<file path="src/rtl/data_mem_mp.sv">
// data_mem_mp: WIDTH x DEPTH data memory with one write port and two read ports.
// After reset, and again on InitReq, a clear engine sweeps every word to
// INIT_VALUE. Busy is high and writes are ignored while the sweep runs.
// Reads are combinational (REG_READ=0) or registered with write-first bypass
// (REG_READ=1).
module data_mem_mp #(
    parameter int              WIDTH      = 8,
    parameter int              DEPTH      = 256,
    parameter int              ADDR_W     = $clog2(DEPTH),
    parameter int              REG_READ   = 0,
    parameter logic [WIDTH-1:0] INIT_VALUE = '0
) (
    input  logic              Clk,
    input  logic              Reset,
    input  logic              InitReq,
    input  logic              WriteEn,
    input  logic [ADDR_W-1:0] WriteAddr,
    input  logic [WIDTH-1:0]  WriteData,
    input  logic [ADDR_W-1:0] ReadAddrA,
    input  logic [ADDR_W-1:0] ReadAddrB,
    output logic [WIDTH-1:0]  ReadDataA,
    output logic [WIDTH-1:0]  ReadDataB,
    output logic              Busy,
    output logic              InitDone
);

    typedef enum logic {
        CLEAR = 1'b0,
        READY = 1'b1
    } state_t;

    // DEPTH extended by one bit so the range check also works when DEPTH is a
    // power of two and does not fit in ADDR_W bits.
    localparam logic [ADDR_W:0]   DEPTH_EXT = (ADDR_W + 1)'(DEPTH);
    localparam logic [ADDR_W-1:0] LAST_ADDR = ADDR_W'(DEPTH - 1);

    state_t            state;
    state_t            state_next;
    logic [ADDR_W-1:0] count;
    logic [ADDR_W-1:0] count_next;
    logic              init_done;
    logic              sweep_last;
    logic              write_ok;
    logic              a_in_range;
    logic              b_in_range;
    logic [WIDTH-1:0]  raw_a;
    logic [WIDTH-1:0]  raw_b;

    logic [WIDTH-1:0]  core [DEPTH];

    assign sweep_last = (state == CLEAR) && (count == LAST_ADDR);
    assign a_in_range = {1'b0, ReadAddrA} < DEPTH_EXT;
    assign b_in_range = {1'b0, ReadAddrB} < DEPTH_EXT;
    // Out-of-range writes (only possible with non-power-of-two DEPTH) are dropped.
    assign write_ok   = (state == READY) && WriteEn && ({1'b0, WriteAddr} < DEPTH_EXT);

    // Next-state and clear-counter logic.
    always_comb begin
        // NOTE: every output of this block gets a default first, so no path
        // leaves a signal unassigned and no latch is inferred.
        state_next = state;
        count_next = count;
        case (state)
            CLEAR: begin
                count_next = count + 1'b1;
                if (sweep_last) begin
                    state_next = READY;
                    count_next = '0;
                end
            end
            READY: begin
                if (InitReq) begin
                    state_next = CLEAR;
                    count_next = '0;
                end
            end
            default: begin
                state_next = CLEAR;
                count_next = '0;
            end
        endcase
    end

    // State register, sweep counter and the one-cycle completion pulse.
    always_ff @(posedge Clk or negedge Reset) begin
        // NOTE: sequential state uses non-blocking assignments so every
        // register samples pre-edge values regardless of block ordering.
        if (!Reset) begin
            state     <= CLEAR;
            count     <= '0;
            init_done <= 1'b0;
        end else begin
            state     <= state_next;
            count     <= count_next;
            init_done <= sweep_last;
        end
    end

    // Storage array: the sweep owns the write port while clearing.
    always_ff @(posedge Clk) begin
        // NOTE: the array has no reset; its contents are defined by the sweep,
        // which keeps it mappable onto plain RAM.
        if (state == CLEAR) begin
            core[count] <= INIT_VALUE;
        end else if (write_ok) begin
            core[WriteAddr] <= WriteData;
        end
    end

    assign raw_a    = a_in_range ? core[ReadAddrA] : INIT_VALUE;
    assign raw_b    = b_in_range ? core[ReadAddrB] : INIT_VALUE;
    assign Busy     = (state == CLEAR);
    assign InitDone = init_done;

    generate
        if (REG_READ == 0) begin : g_comb_read
            // A same-cycle write is seen only after the edge: old data here.
            assign ReadDataA = Busy ? INIT_VALUE : raw_a;
            assign ReadDataB = Busy ? INIT_VALUE : raw_b;
        end else begin : g_reg_read
            logic [WIDTH-1:0] q_a;
            logic [WIDTH-1:0] q_b;

            // Registered read data with write-first bypass on address match.
            always_ff @(posedge Clk or negedge Reset) begin
                if (!Reset) begin
                    q_a <= '0;
                    q_b <= '0;
                end else if (state == CLEAR) begin
                    q_a <= INIT_VALUE;
                    q_b <= INIT_VALUE;
                end else begin
                    q_a <= (write_ok && (WriteAddr == ReadAddrA)) ? WriteData : raw_a;
                    q_b <= (write_ok && (WriteAddr == ReadAddrB)) ? WriteData : raw_b;
                end
            end

            assign ReadDataA = Busy ? INIT_VALUE : q_a;
            assign ReadDataB = Busy ? INIT_VALUE : q_b;
        end
    endgenerate

endmodule

</file>
<file path="config.mk">
export PLATFORM = sky130hd
export DESIGN_NAME = data_mem_mp
export DESIGN_NICKNAME = d
export VERILOG_FILES = /design/src/rtl/data_mem_mp.sv
export SDC_FILE = /design/constraint.sdc
export NUM_CORES = 2
export LEC_CHECK = 0
export BUFFER_PORTS_ARGS = -buffer_cell sky130_fd_sc_hd__buf_2
export CORE_MARGIN = 5
export CORE_UTILIZATION = 40
export DETAILED_ROUTE_END_ITERATION = 10
export PLACE_DENSITY = 0.67
export SYNTH_ARGS = -nofsm -noshare
export SYNTH_HDL_FRONTEND = slang
export SYNTH_SLANG_ARGS = --single-unit
export TNS_END_PERCENT = 20
</file>
<file path="constraint.sdc">
create_clock -name Clk -period 4.7 [get_ports Clk]
set_input_delay 0.235 -clock Clk [delete_from_list [all_inputs] [get_ports Clk]]
set_output_delay 0.235 -clock Clk [all_outputs]
set_load 0.05 [all_outputs]
</file>
Word level (Yosys, flattened, before mapping)
Memories as Yosys holds them, arrays and structs flattened.
Cells that the tools add are included.
- bits in registers: 10
- memory bits (writable): 2048
- input port bits: 36
- output and inout bits: 18
- logic and storage cells: 26
- memories kept: 1
- memories (memory ; words ; width ; read ports ; clocked after Yosys merged registers in ; write ports ; line ; RTL):
    core ; 256 ; 8 ; 2 ; 0 ; 1 ; 49 ; logic [WIDTH-1:0] core [DEPTH];
- add/subtract/negate cells: 1
- equal/unequal tests: 2
- muxes and demuxes: 15
- bitwise gates (word level): 1
- reductions and logical operators: 3
- operators with widths (kind ; number):
    $mux W8 ; 6
    $pmux W8 S2 ; 1
    $add A8 B1 Y8 const B ; 1
    $eq A8 B8 Y1 const B ; 1
    $reduce_or A8 Y1 ; 1
    $mux W1 ; 7
    $logic_and A1 B1 Y1 ; 2
    $ne A2 B2 Y1 const B ; 1
    $pmux W1 S2 ; 1
    $not A1 Y1 ; 1

Logic depth before layout (Yosys ltp)
- depth in word-level cells: 6
- depth in mapped cells: 12
- gate-level depth less buffers: 7

Worst setup path before layout
Ideal clock, no wire load.
- path kind: register -> register
- from: register state
- to: memory core[0][4], data pin
- library setup time: 0.873 ns
- arrival time: 4.281 ns
- data required time: 3.827 ns
- slack: -0.454 ns
- cell stages (with the launch flop): 4
- buffers on the path: 2
- period minus slack after synthesis: 5.154 ns
- cell sequence: dfrtp_1 clkbuf_1 clkbuf_1 and3_1
- longest elaborated chain between the ends: 6
- ends and longest elaborated chain (what ; line ; RTL):
    start: declaration ; 37 ; state_t state;
    start signal: assignment ; 93 ; state <= state_next;
    $logic_and A1 B1 Y1 ; 55 ; assign write_ok = (state == READY) && WriteEn && ({1'b0, WriteAddr} < DEPTH_EXT);
    $mux W1 ; 105 ; end else if (write_ok) begin
    $mux W1 (*) ; 103 ; if (state == CLEAR) begin
    $mux W1 (implied by the code) (*) ; 106 ; core[WriteAddr] <= WriteData;
    $reduce_or A8 Y1 (no source line) (*) ; -- ;
    $mux W8 (no source line) (*) ; -- ;
    end: declaration ; 49 ;
Mark *: on every way between the ends. The rest lies on a longest branch, timed or not.

Worst setup path in the final report
- from: input port ReadAddrA[0]
- to: output port ReadDataA[1]
- longest elaborated chain between the ends: 2
- ends and longest elaborated chain (what ; line ; RTL):
    start: declaration ; 19 ; input logic [ADDR_W-1:0] ReadAddrA,
    $mem_v2 Z256 W8 ; -- ;
    $mux W8 ; 118 ; assign ReadDataA = Busy ? INIT_VALUE : raw_a;
    end: declaration ; 21 ; output logic [WIDTH-1:0] ReadDataA,
Every way passes these cells.

==> flow_metrics.py <==
metrics = {
    "setup_path": {
        "cp_num_buf_inv": 7,
        "path_common_cell": "buf_12",
        "cp.required_ps": 4470,
        "path_cells": "buf_8 > buf_12 > buf_12 > buf_12 > mux2i_1 > o221ai_1 > o22ai_1 > o21ai_0 > o221ai_1 > nor4_1 > buf_4 > a21o_1 > buf_12 > buf_12",
        "start_kind": "primary input",
        "critPathTopFamily": "buffers and inverters",
        "critPathMaxFanout": 27,
        "crit_slowest_cell": "nor4_1",
        "slowest_delay_ps": 860,
        "crit_arrival_ps": 4540,
        "worstSetupEndpointType": "output port",
        "worstSetupPathType": "primary input to output port",
    },
    "routing": {
        "drc_errors": 0,
        "wl_met2_um": 146000,
        "ant_nets": 0,
        "routed_wl_um": 330000,
        "drt_iter0_markers": 9234,
        "vias_per_cell": 6.70,
        "drtPass1Iterations": 8,
        "wl_met1_um": 116000,
        "wl_per_cell_um": 36.1,
        "vias": 61100,
        "top_layer": "met5",
        "wl_met3_um": 44700,
    },
    "sta": {
        "worst_pin_slew_ps": 1460,
        "fin_crit_ps": 4770,
        "final.setup_skew_ps": 44.8,
        "setup_ws_ps": -74.0,
        "finalSetupTns_ps": -74.0,
        "max_freq_ghz": 0.209,
        "relSlewSlack_pct": 2.52,
        "rsz0062_at_grt": "false",
        "drv_slew": 0,
        "setup_violations": 1,
        "timing.final.crit_share_pct": 102,
        "hold_viol": 0,
    },
    "global_routing": {
        "grt_pass1_vias": 59500,
        "grt-ovfl-total": 0,
        "antenna_found_initial": 23,
        "grt_pass1_wl_um": 458000,
        "grt_max_degree": 145,
        "grt_usage_pct": 24.9,
    },
    "synthesis": {
        "synth_warnings": 0,
        "synth.most_common_cell": "edfxtp_1",
        "synth_nets": 5434,
        "yosysTopAreaCell": "edfxtp_1",
        "synthArstFlopShare_pct": 0.486,
        "yosysSeqAreaShare_pct": 62.3,
        "ys.flop_type": "edfxtp_1",
        "yosys-top-cells-area": "edfxtp_1, mux4_2, mux2i_1",
        "synth-edff-count": 2048,
        "ys_seq_elements": 2058,
        "postSynthAreaPerCell_um2": 18.4,
        "synth_area_um2": 99200,
        "synthCells": 5397,
        "synth_cell_types": 88,
        "synthTopCellsByCount": "edfxtp_1, mux4_2, mux2i_1, nor2_1, o221ai_1",
        "synth_top_area_share_pct": 62.0,
    },
    "cells_and_area": {
        "layout.cells.non_filler": 9119,
        "drive_gt1_share_pct": 25.7,
        "fin_nets": 5659,
        "area_growth_pct": 11.5,
    },
    "clocking": {
        "cts_buffer_depth": 3,
        "path_clk_slew_ps": 60,
        "cts_resized": 0,
        "cts-buffers-inserted": 207,
        "clock_latency_ps": 860,
        "htree_levels": 4,
        "tritoncts": "yes",
        "root_buffer": "clkbuf_16",
        "clock-sinks": 2058,
    },
    "floorplanning": {
        "start_util_pct": 40.3,
        "core_area_um2": 246000,
        "die_w_um": 508,
        "die_area_um2": 258000,
        "rows": 182,
        "die_h_um": 508,
        "ioPinCount": 54,
    },
    "run_status": {
        "status": "complete, but fails checks",
        "violations": "negative setup slack",
    },
    "placement": {
        "placed_cells": 8722,
        "dp_hpwl_um": 220000,
        "portBuffers": 53,
        "gp_congestion": 0.961,
    },
    "power_and_ir_drop": {
        "p_leak_nw": 38.6,
        "ir_drop_mv": 0.427,
        "p_per_area_nw_per_um2": 374,
    },
    "run": {
        "cap_violations": 0,
    },
    "min_path": {
        "hp-class": "primary input to register",
    },
}
[report_power, final]
group,switching [mW],leakage (nW),internal [mW]
clock network,7.25,3.21,9.00
registers,0.195,21.3,20.2
logic,3.21,14.1,1.45
total,10.7,38.6,30.7
[area by class of cell]
type,instances,area [µm²]
inverter,7,37.5
timing repair buffer,457,4370
multi-input combinational,2891,33700
antenna,19,47.5
sequential,2058,61700
tap,3312,4140
clock inverter,131,1150
fill,20900,136000
clock buffer,244,5410
[path summary, 6_finish.rpt]
kind                       slack [ps]            to    startpoint  depth (start not counted)
max                               -70  ReadDataA[1]  ReadAddrA[0]                         14
min in group asynchronous         390      count[1]         Reset                          3
min reg2reg                       700      InitDone         state                          1
max in group asynchronous        3990      count[6]         Reset                          3
min                                50  core[174][7]  WriteData[7]                          2
max reg2reg                       400  core[230][3]         state                          5
[metal layers]
layer,track usage (%),up-vias
li1,-,23700
met1,32.3,31600
met2,37.1,4803
met3,7.80,994
met4,14.3,10
met5,0.204,-
[state kept, by name (all words and copies together), names as in the netlist]
register,flops
state,1
count,8
InitDone,1
core,2048
[worst register-to-register path: cells and delay by family, from the launching register on]
kind             cells  cell delay, ps
flip-flops           1             540
AND/OR/NAND/NOR      5            3340
[through the flow]
stage | hold slack, ps | power (mW) | instance area (µm²) | setup slack, ps | util [%]
2_1_floorplan | -60.6 | 23.4 | 99200 | -184 | -
6_report | 53.5 | 41.3 | 111000 | -74.0 | 44.9
3_5_place_dp | 106 | 25.3 | 104000 | 295 | 42.2
3_3_place_gp | 104 | 25.2 | 104000 | 287 | 42.2
4_1_cts | 19.0 | 41.2 | 111000 | 162 | 44.9
5_1_grt | 52.7 | 42.2 | 111000 | 58.7 | 44.9
[cell usage in the layout (no fill, tap or decap), types with 10 or more instances in the layout]
cell,n
a21boi_0,24
a31oi_1,11
clkinv_2,34
buf_4,338
nand3_1,77
mux4_2,671
buf_12,78
mux2i_1,515
clkbuf_1,31
nor4_1,16
diode_2,19
nand2_1,157
nor2_1,322
buf_2,32
o21ai_0,91
mux2_2,24
clkinv_1,64
nor3_1,33
a221oi_1,15
o211ai_1,10
o21ai_1,11
a22oi_1,100
a22o_1,14
edfxtp_1,2048
o221ai_1,221
o22ai_1,124
clkbuf_16,210
bufinv_16,14
dfrtp_1,10
and2_1,14
mux4_1,144
nand3b_1,17
nand4_1,16
a21oi_1,94
[cell families after synthesis]
kind of cell | count (synthesis) | share of synthesized area, %
AOI/OAI and AO/OA | 807 | 5.96
xor gates and xnor gates | 3 | 0.0265
adders and majority gates | 1 | 0.0126
buffers and inverters | 448 | 3.91
DFF | 2058 | 62.3
muxes | 1356 | 24.6
and+or+nand+nor | 724 | 3.26
[repair_timing]
item	4_1_cts	5_1_grt
endpoints found under the hold margin	19	0
hold buffers	3	0
buffers inserted	0	0
No activity file was read; power rests on OpenSTA's default activity.
